==> src/rtl/oam_dma_controller.sv <==
// OAM DMA sequencer: an FF46 write copies DMA_LEN bytes from {page,00h} into OAM,
// one byte per CYCLES_PER_BYTE clocks, after a START_DELAY clock lead-in.
module oam_dma_controller #(
  parameter int unsigned DMA_LEN         = 160,
  parameter int unsigned CYCLES_PER_BYTE = 4,
  parameter int unsigned START_DELAY     = 4
) (
  input  logic        i_clk,
  input  logic        i_reset_n,
  input  logic        i_reg_we,
  input  logic [7:0]  i_reg_wdata,
  output logic [7:0]  o_reg_rdata,
  output logic        o_src_rd_en,
  output logic [15:0] o_src_addr,
  input  logic [7:0]  i_src_rdata,
  output logic        o_oam_we,
  output logic [7:0]  o_oam_addr,
  output logic [7:0]  o_oam_wdata,
  output logic        o_dma_active,
  output logic        o_dma_done
);

  localparam int unsigned XFER_CYCLES = DMA_LEN * CYCLES_PER_BYTE;
  localparam int unsigned DW          = $clog2(START_DELAY + 1);
  localparam int unsigned XW          = $clog2(XFER_CYCLES);

  localparam logic [DW-1:0] DLAST = DW'(START_DELAY - 1);
  localparam logic [DW-1:0] DONE  = DW'(1);
  localparam logic [XW-1:0] XLAST = XW'(XFER_CYCLES - 1);
  localparam logic [XW-1:0] XONE  = XW'(1);
  localparam logic [XW-1:0] XCPB  = XW'(CYCLES_PER_BYTE);

  typedef enum logic [1:0] {StIdle, StStart, StXfer} state_e;

  state_e          r_state, w_state_d;
  logic [7:0]      r_page, w_page_d;
  logic [DW-1:0]   r_dcnt, w_dcnt_d;
  logic [XW-1:0]   r_xcnt, w_xcnt_d;
  logic            r_from_xfer, w_from_xfer_d;
  logic            r_done, w_done_d;

  logic [XW-1:0]   w_ph;
  logic [7:0]      w_idx;
  logic [7:0]      w_effpage;

  assign w_ph      = r_xcnt % XCPB;
  assign w_idx     = 8'(r_xcnt / XCPB);
  // E0..FF pages alias onto C0..DF (echo RAM)
  assign w_effpage = (r_page >= 8'hE0) ? (r_page - 8'h20) : r_page;

  always_ff @(posedge i_clk or negedge i_reset_n) begin
    if (!i_reset_n) begin
      r_state     <= StIdle;
      r_page      <= 8'hFF;
      r_dcnt      <= '0;
      r_xcnt      <= '0;
      r_from_xfer <= 1'b0;
      r_done      <= 1'b0;
    end else begin
      r_state     <= w_state_d;
      r_page      <= w_page_d;
      r_dcnt      <= w_dcnt_d;
      r_xcnt      <= w_xcnt_d;
      r_from_xfer <= w_from_xfer_d;
      r_done      <= w_done_d;
    end
  end

  always_comb begin
    w_state_d     = r_state;
    w_page_d      = r_page;
    w_dcnt_d      = r_dcnt;
    w_xcnt_d      = r_xcnt;
    w_from_xfer_d = r_from_xfer;
    w_done_d      = 1'b0;
    if (i_reg_we) begin
      // A write always (re)launches; a relaunch out of an active copy keeps dma_active high
      w_page_d      = i_reg_wdata;
      w_state_d     = StStart;
      w_dcnt_d      = '0;
      w_xcnt_d      = '0;
      w_from_xfer_d = (r_state == StXfer) || ((r_state == StStart) && r_from_xfer);
    end else begin
      case (r_state)
        StIdle: ;
        StStart: begin
          if (r_dcnt == DLAST) begin
            w_state_d     = StXfer;
            w_dcnt_d      = '0;
            w_xcnt_d      = '0;
            w_from_xfer_d = 1'b0;
          end else begin
            w_dcnt_d = r_dcnt + DONE;
          end
        end
        StXfer: begin
          if (r_xcnt == XLAST) begin
            w_state_d = StIdle;
            w_xcnt_d  = '0;
            w_done_d  = 1'b1;
          end else begin
            w_xcnt_d = r_xcnt + XONE;
          end
        end
        default: w_state_d = StIdle;
      endcase
    end
  end

  always_comb begin
    o_src_rd_en  = 1'b0;
    o_src_addr   = 16'h0000;
    o_oam_we     = 1'b0;
    o_oam_addr   = 8'h00;
    o_oam_wdata  = 8'h00;
    o_dma_active = (r_state == StXfer) || ((r_state == StStart) && r_from_xfer);
    if (r_state == StXfer) begin
      if (w_ph == '0) begin
        o_src_rd_en = 1'b1;
        o_src_addr  = {w_effpage, w_idx};
      end else if (w_ph == XONE) begin
        o_oam_we    = 1'b1;
        o_oam_addr  = w_idx;
        o_oam_wdata = i_src_rdata;
      end
    end
  end

  assign o_reg_rdata = r_page;
  assign o_dma_done  = r_done;

endmodule

==> config.mk <==
export PLATFORM = sky130hd
export DESIGN_NAME = oam_dma_controller
export DESIGN_NICKNAME = d
export VERILOG_FILES = /design/src/rtl/oam_dma_controller.sv
export SDC_FILE = /design/constraint.sdc
export NUM_CORES = 1
export LEC_CHECK = 0
export CELL_PAD_IN_SITES_DETAIL_PLACEMENT = 1
export CELL_PAD_IN_SITES_GLOBAL_PLACEMENT = 1
export CORE_ASPECT_RATIO = 1.75
export CORE_MARGIN = 2
export CORE_UTILIZATION = 31
export DETAILED_ROUTE_END_ITERATION = 8
export PLACE_DENSITY_LB_ADDON = 0.15
export RECOVER_POWER = 25
export SLEW_MARGIN = 20
export SYNTH_ARGS = -nofsm -noshare
export SYNTH_HDL_FRONTEND = slang
export SYNTH_SLANG_ARGS = --single-unit
==> constraint.sdc <==
create_clock -name i_clk -period 1.68 [get_ports i_clk]
set_input_delay 0.168 -clock i_clk [delete_from_list [all_inputs] [get_ports i_clk]]
set_output_delay 0.168 -clock i_clk [all_outputs]
set_load 0.02 [all_outputs]
==> results of run 1 <==
[cell families (layout without fill, tap and decap cells)]
kind of cell	count (synthesis)	count (layout)	synth area share, %
simple gates	81	81	31.4
compound gates	29	29	12.4
flops	25	25	42.2
buf+inv	16	103	4.81
mux	6	6	4.48
fa+ha+maj	5	5	4.15
xor+xnor	1	1	0.581
[worst reg2reg max path, cell delays in order, from the launching register on]
cell and delay [ps]:
dfrtp_1 420, ha_2 220, and4bb_4 300, nor3_4 60, or4_1 490, o21ai_1 90
[through the flow]
| stage | std cells | instance area, µm² | utilization [%] | setup TNS, ps |
|---|---|---|---|---|
| global route | 302 | 2500 | 53.5 | -426 |
| global placement | 295 | 2340 | 50.2 | -3150 |
| finish | 302 | 2500 | 53.5 | 0 |
| detailed placement | 295 | 2340 | 50.2 | -4550 |
| CTS | 300 | 2340 | 50.2 | -24.9 |
| floorplan | 163 | 1510 | - | 0 |
[per-layer routing]
layer	vias to the layer above	part of all wire [%]
li1	740	-
met1	817	33
met2	57	60
met3	14	4.2
met4	0	2.8
met5	-	0
[layout make-up]
class	count	area, µm²	share of cell area (%)
Inverter	9	33.8	1.35
Timing Repair Buffer	90	790	31.6
Clock buffer	3	41.3	1.65
Clock inverter	1	5.00	0.201
Tap cell	52	65.1	2.61
Multi-Input combinational cell	122	923	37.0
Sequential cell	25	638	25.6
[report_power, final]
| group | total (mW) | switching, mW | internal, mW |
|---|---|---|---|
| clock | 0.355 | 0.189 | 0.166 |
| sequential | 0.722 | 0.0488 | 0.674 |
| combinational | 0.444 | 0.233 | 0.211 |
| total | 1.52 | 0.470 | 1.05 |
[cell usage after synthesis, types with 2 or more instances]
master,number,share of area [%]
inv_1,9,2.2
mux2_2,6,4.5
a22o_1,2,1.2
and3_1,18,7.5
nand3_1,7,2.3
nor3_1,5,1.7
buf_4,3,1.5
o21ai_1,7,2.3
or3_1,2,0.83
a21oi_1,6,2.0
and2_1,14,5.8
dfrtp_1,17,28
ha_1,5,4.1
clkbuf_1,2,0.50
nor2_1,7,1.7
o21ai_0,6,2.0
dfstp_2,8,14
nand2_1,16,4.0
[sequential cells by signal (all words and copies together) (netlist names)]
register     cells
o_reg_rdata      8
r_xcnt          10
r_state          2
r_dcnt           3
r_from_xfer      1
o_dma_done       1
[cell usage in the layout, fill, tap and decap left out, types with 3 or more instances in the layout]
cell and count:
nand3_1 6, nand2_1 14, and3_1 17, a21oi_1 6, inv_2 4, dfrtp_1 15, and2_1 8, dfstp_2 8
buf_2 10, nor3_1 3, mux2_2 6, buf_6 19, inv_1 5, nor2_1 6, and2_4 6, clkbuf_8 3
o21ai_0 6, ha_4 4, clkdlybuf4s50_1 24, buf_4 31, o21ai_1 7
[repair_timing]
| action | in CTS | in global routing |
|---|---|---|
| buffers inserted | 0 | 2 |
| setup endpoints to repair | 39 | 27 |
| gates resized for setup | 176 | 41 |
| pin swaps | 2 | 3 |
| cloned | 1 | 0 |
[final timing paths]
check,from,end,cells after the start
worst max-delay path,r_dcnt[0],r_xcnt[8],5
worst min register to register,r_dcnt[2],r_state[1],1
worst max register to register,r_dcnt[0],r_xcnt[8],5
min in group asynchronous,i_reset_n,r_xcnt[6],2
max in group asynchronous,i_reset_n,r_xcnt[0],2
worst min-delay path,i_reg_wdata[6],o_reg_rdata[6],3
==> reports/metrics.yaml, run 1 <==
synthDistinctLibCells: 41
maxCapViolCount: 0
synth_fp_nets: 187
antennaDiodeCount: 0
ios: 63
htree_num_levels: 1
clockRootBuffer: "clkbuf_8"
clockBufferDepth: 2
ys_warn_count: 0
die_w_um: 56.7
cts_buffers: 3
fin_skew_ps: 9.99
rsz0062_at_grt: "yes"
fp.dieH_um: 96.3
met3_usage_pct: 2.82
globalplace.congestion: 0.815
drt-total-wl_um: 5360
outcome: "complete, no violations"
drc_errors: 0
via_count: 1628
period_minus_slack_ps: 1660
worst_pin_slew_ps: 649
holdWs_ps: 440
p_per_area_nw_per_um2: 609
leakagePower_nw: 1.17
grtUsageMet1_pct: 18.7
grt_start_max_net_pins: 26
worst-setup-path-type: "flip-flop to flip-flop"
setup_violations: 0
grt-busiest-layer: "met2"
hold_path_class: "input port to flip-flop"
async_reset_ff_share_pct: 100
via_per_inst: 5.39
coreArea_um2: 4670
start_util_pct: 32.3
critPathArrivalTime_ps: 1850
worstSetupEndpointType: "flip-flop"
synth_seq_cells: 25
slowest_stage: "or4_1"
area_growth_pct: 65.6
min_period_over_period_pct: 98.6
synthFlopType: "dfrtp_1"
maxSlewViolCount: 0
nFillCells: 548
first_global_vias: 1802
hpwl_um: 4100
setup_slack_ps: 23.0
seq_area_frac_synth_pct: 42.2
synth_area_per_cell_um2: 9.25
crit_fanout: 3
drtIter0Drc: 17
required_ps: 1880
synthesis.area_um2: 1510
dr.pass1.iters: 4
netlist_instances: 163
vdd_ir_drop_max_v: 0.000471
synth_edf_count: 0
clk_latency_ps: 270
dieArea_um2: 5460
path_clk_slew_ps: 90
pre_cts_ws_ps: -198
cp-start-kind: "flip-flop"
cp.buffers_inverters: 0
wl_per_cell_um: 17.8
r2r_setup_slack_ps: 20
ctsHoldBuffers: 0
path_cells: "ha_2, and4bb_4, nor3_4, or4_1, o21ai_1"
port_buffers: 62
antenna_found_initial: 0
final_layout_size_suffix_gt1_share_pct: 44.8
grt_use_total_pct: 20.0
critical-path-top-delay-family: "simple AND/OR/NAND/NOR gates"
cp_slowest_stage_delay_ps: 490
maxSlewHeadroom_pct: 56.8
use_met2_pct: 41.0
fmax_mhz: 604
tritoncts: "done"
grt_pass1_wl_um: 8490
rows: 33
overflow: 0
power_mw: 1.52
ant_nets: 0
nNetsFinal: 275
hold_viol: 0
clock-sinks: 25
Power figures use the tool's default switching activity.
==> run 2: changes to the inputs <==
- PLACE_DENSITY_LB_ADDON: 0.15 -> 0.1
==> reports/metrics.yaml, run 2 (synthesis results as in run 1) <==
outcome: "complete, but fails checks"  # was complete, no violations
violations: "negative setup slack"
clock-sinks: 25  # unchanged
placed_cells: 293  # was 295
maxCapViolCount: 0  # unchanged
dieArea_um2: 5460  # unchanged
hold_viol: 0  # unchanged
cp_slowest_stage_delay_ps: 500  # was 490 ps
clockRootBuffer: "clkbuf_8"  # unchanged
layout_common_cells: "24 x buf_4, 23 x clkdlybuf4s50_1, 20 x buf_6"  # was 31 x buf_4, 24 x clkdlybuf4s50_1, 19 x buf_6
antenna_found_initial: 0  # unchanged
grt_start_max_net_pins: 26  # unchanged
worst_pin_slew_ps: 642  # was 649 ps
rsz0062_at_grt: "yes"  # unchanged
final_layout_size_suffix_gt1_share_pct: 47.4  # was 44.8%
worst-setup-path-type: "flip-flop to flip-flop"  # unchanged
worstSetupEndpointType: "flip-flop"  # unchanged
setup_slack_ps: -10.0  # was 23.0 ps
slowest_stage: "dfrtp_1"  # was or4_1
ctsHoldBuffers: 0  # unchanged
nNetsFinal: 272  # was 275
tritoncts: "done"  # unchanged
via_per_inst: 5.26  # was 5.39
ios: 63  # unchanged
grt_pass1_wl_um: 7910  # was 8490 µm
critPathArrivalTime_ps: 1850  # about the same
pre_cts_ws_ps: -262  # was -198 ps
dr.pass1.iters: 4  # unchanged
required_ps: 1840  # was 1880 ps
routed.top_layer: "met4"  # unchanged
p_per_area_nw_per_um2: 610  # was 609 nW/µm²
r2r_setup_slack_ps: -10  # was 20 ps
period_minus_slack_ps: 1690  # was 1660 ps
ant_nets: 0  # unchanged
wl_met2_um: 3100  # was 3200 µm
top_register: "r_xcnt"  # unchanged
hpwl_um: 3920  # was 4100 µm
overflow: 0  # unchanged
fmax_mhz: 592  # was 604 MHz
clockBufferDepth: 2  # unchanged
maxSlewViolCount: 0  # unchanged
leakagePower_nw: 1.20  # was 1.17 nW
cp-start-kind: "flip-flop"  # unchanged
drt-total-wl_um: 5150  # was 5360 µm
fin_skew_ps: 6.68  # was 9.99 ps
cp.buffers_inverters: 0  # unchanged
wl_met3_um: 206  # was 226 µm
hold_path_class: "input port to flip-flop"  # unchanged
drtIter0Drc: 17  # unchanged
rows: 33  # unchanged
largest_reg_flops: 10  # unchanged
min_period_over_period_pct: 101  # was 98.6%
vdd_ir_drop_max_v: 0.000568  # was 0.000471 V
clk_latency_ps: 280  # was 270 ps
port_buffers: 62  # unchanged
cts_buffers: 3  # unchanged
path_clk_slew_ps: 100  # was 90 ps
antennaDiodeCount: 0  # unchanged
maxSlewHeadroom_pct: 57.2  # was 56.8%
power_mw: 1.52  # about the same
die_w_um: 56.7  # unchanged
setup_violations: 1  # was 0
layout.cells.non_filler: 299  # was 302
path_cells: "nand4bb_1, o31a_2, a21oi_1, o21ai_1"  # was ha_2, and4bb_4, nor3_4, or4_1, o21ai_1
drc_errors: 0  # unchanged
critical-path-top-delay-family: "compound AO/OA/AOI/OAI gates"  # was simple AND/OR/NAND/NOR gates
start_util_pct: 32.3  # unchanged
globalplace.congestion: 0.804  # was 0.815
via_count: 1573  # was 1628
coreArea_um2: 4670  # unchanged
grt_use_total_pct: 18.8  # was 20.0%
first_global_vias: 1610  # was 1802
wl_per_cell_um: 17.2  # was 17.8 µm
utilization_pct: 53.3  # was 53.5%
final_common_cell: "buf_4"  # unchanged
drt-met1-wl_um: 1780  # was 1790 µm
htree_num_levels: 1  # unchanged
crit_fanout: 6  # was 3
area_growth_pct: 65.1  # was 65.6%
fp.dieH_um: 96.3  # unchanged
==> run 2: changes by cell type in the layout (fill, tap and decap cells not counted), moves of 2 or more <==
cell and change:
nor3_2 +2, and2_4 +5, clkdlybuf4s15_1 -2, nor3_1 -2
and2_1 -5, buf_2 +4, buf_4 -7
==> run 2: worst paths after layout <==
| check | from | depth (start not counted) | endpoint |
|---|---|---|---|
| max | r_xcnt[6] | 4 | r_xcnt[8] |
| min | i_reg_wdata[5] | 3 | o_reg_rdata[5] |
| max reg2reg | r_xcnt[6] | 4 | r_xcnt[8] |
| min reg2reg | r_dcnt[2] | 1 | r_state[1] |
| max in group asynchronous | i_reset_n | 2 | r_xcnt[2] |
| min in group asynchronous | i_reset_n | 2 | r_xcnt[1] |
==> run 2: through the flow <==
step           instance area [µm²]  hold slack [ps]  setup TNS [ps]
6_report                      2490              433           -10.0
5_1_grt                       2490              446            -422
4_1_cts                       2300              273           -8.93
3_5_place_dp                  2330              523           -4850
3_3_place_gp                  2330              494           -3340
2_1_floorplan                 1510             -128               0
==> run 2: layer usage <==
metal | vias to the layer above | GRT usage, %
met5 | - | 0
met4 | 0 | 5.95
met3 | 6 | 2.15
met2 | 46 | 40.3
met1 | 786 | 17.4
li1 | 735 | -
==> run 2: where the power goes <==
group	internal [mW]	total, mW	switching [mW]	leakage [nW]
registers	0.674	0.717	0.0437	0.311
logic	0.203	0.421	0.217	0.868
clock network	0.169	0.379	0.211	0.0217
total	1.05	1.52	0.471	1.20
==> run 2: layout make-up <==
type	count	area, µm²
clock buffers	3	41.3
well taps	52	65.1
flip-flops and latches	25	638
repair buffers	87	762
inverters	9	33.8
clock inverters	1	7.51
multi-input cells	122	941
fillers	540	2180
==> run 2: worst register-to-register path: cells and delay by family, from the launching register on <==
kind / cells / cell delay [ps]
AND/OR/NAND/NOR: 1 / 290
AO/OA/AOI/OAI: 3 / 780
flip-flops: 1 / 500
==> run 2: repair_timing <==
action,CTS,global route
setup buffers,0,1
gates resized for setup,171,54
pin swaps,2,1
setup endpoints to repair,37,29
gates cloned,1,0
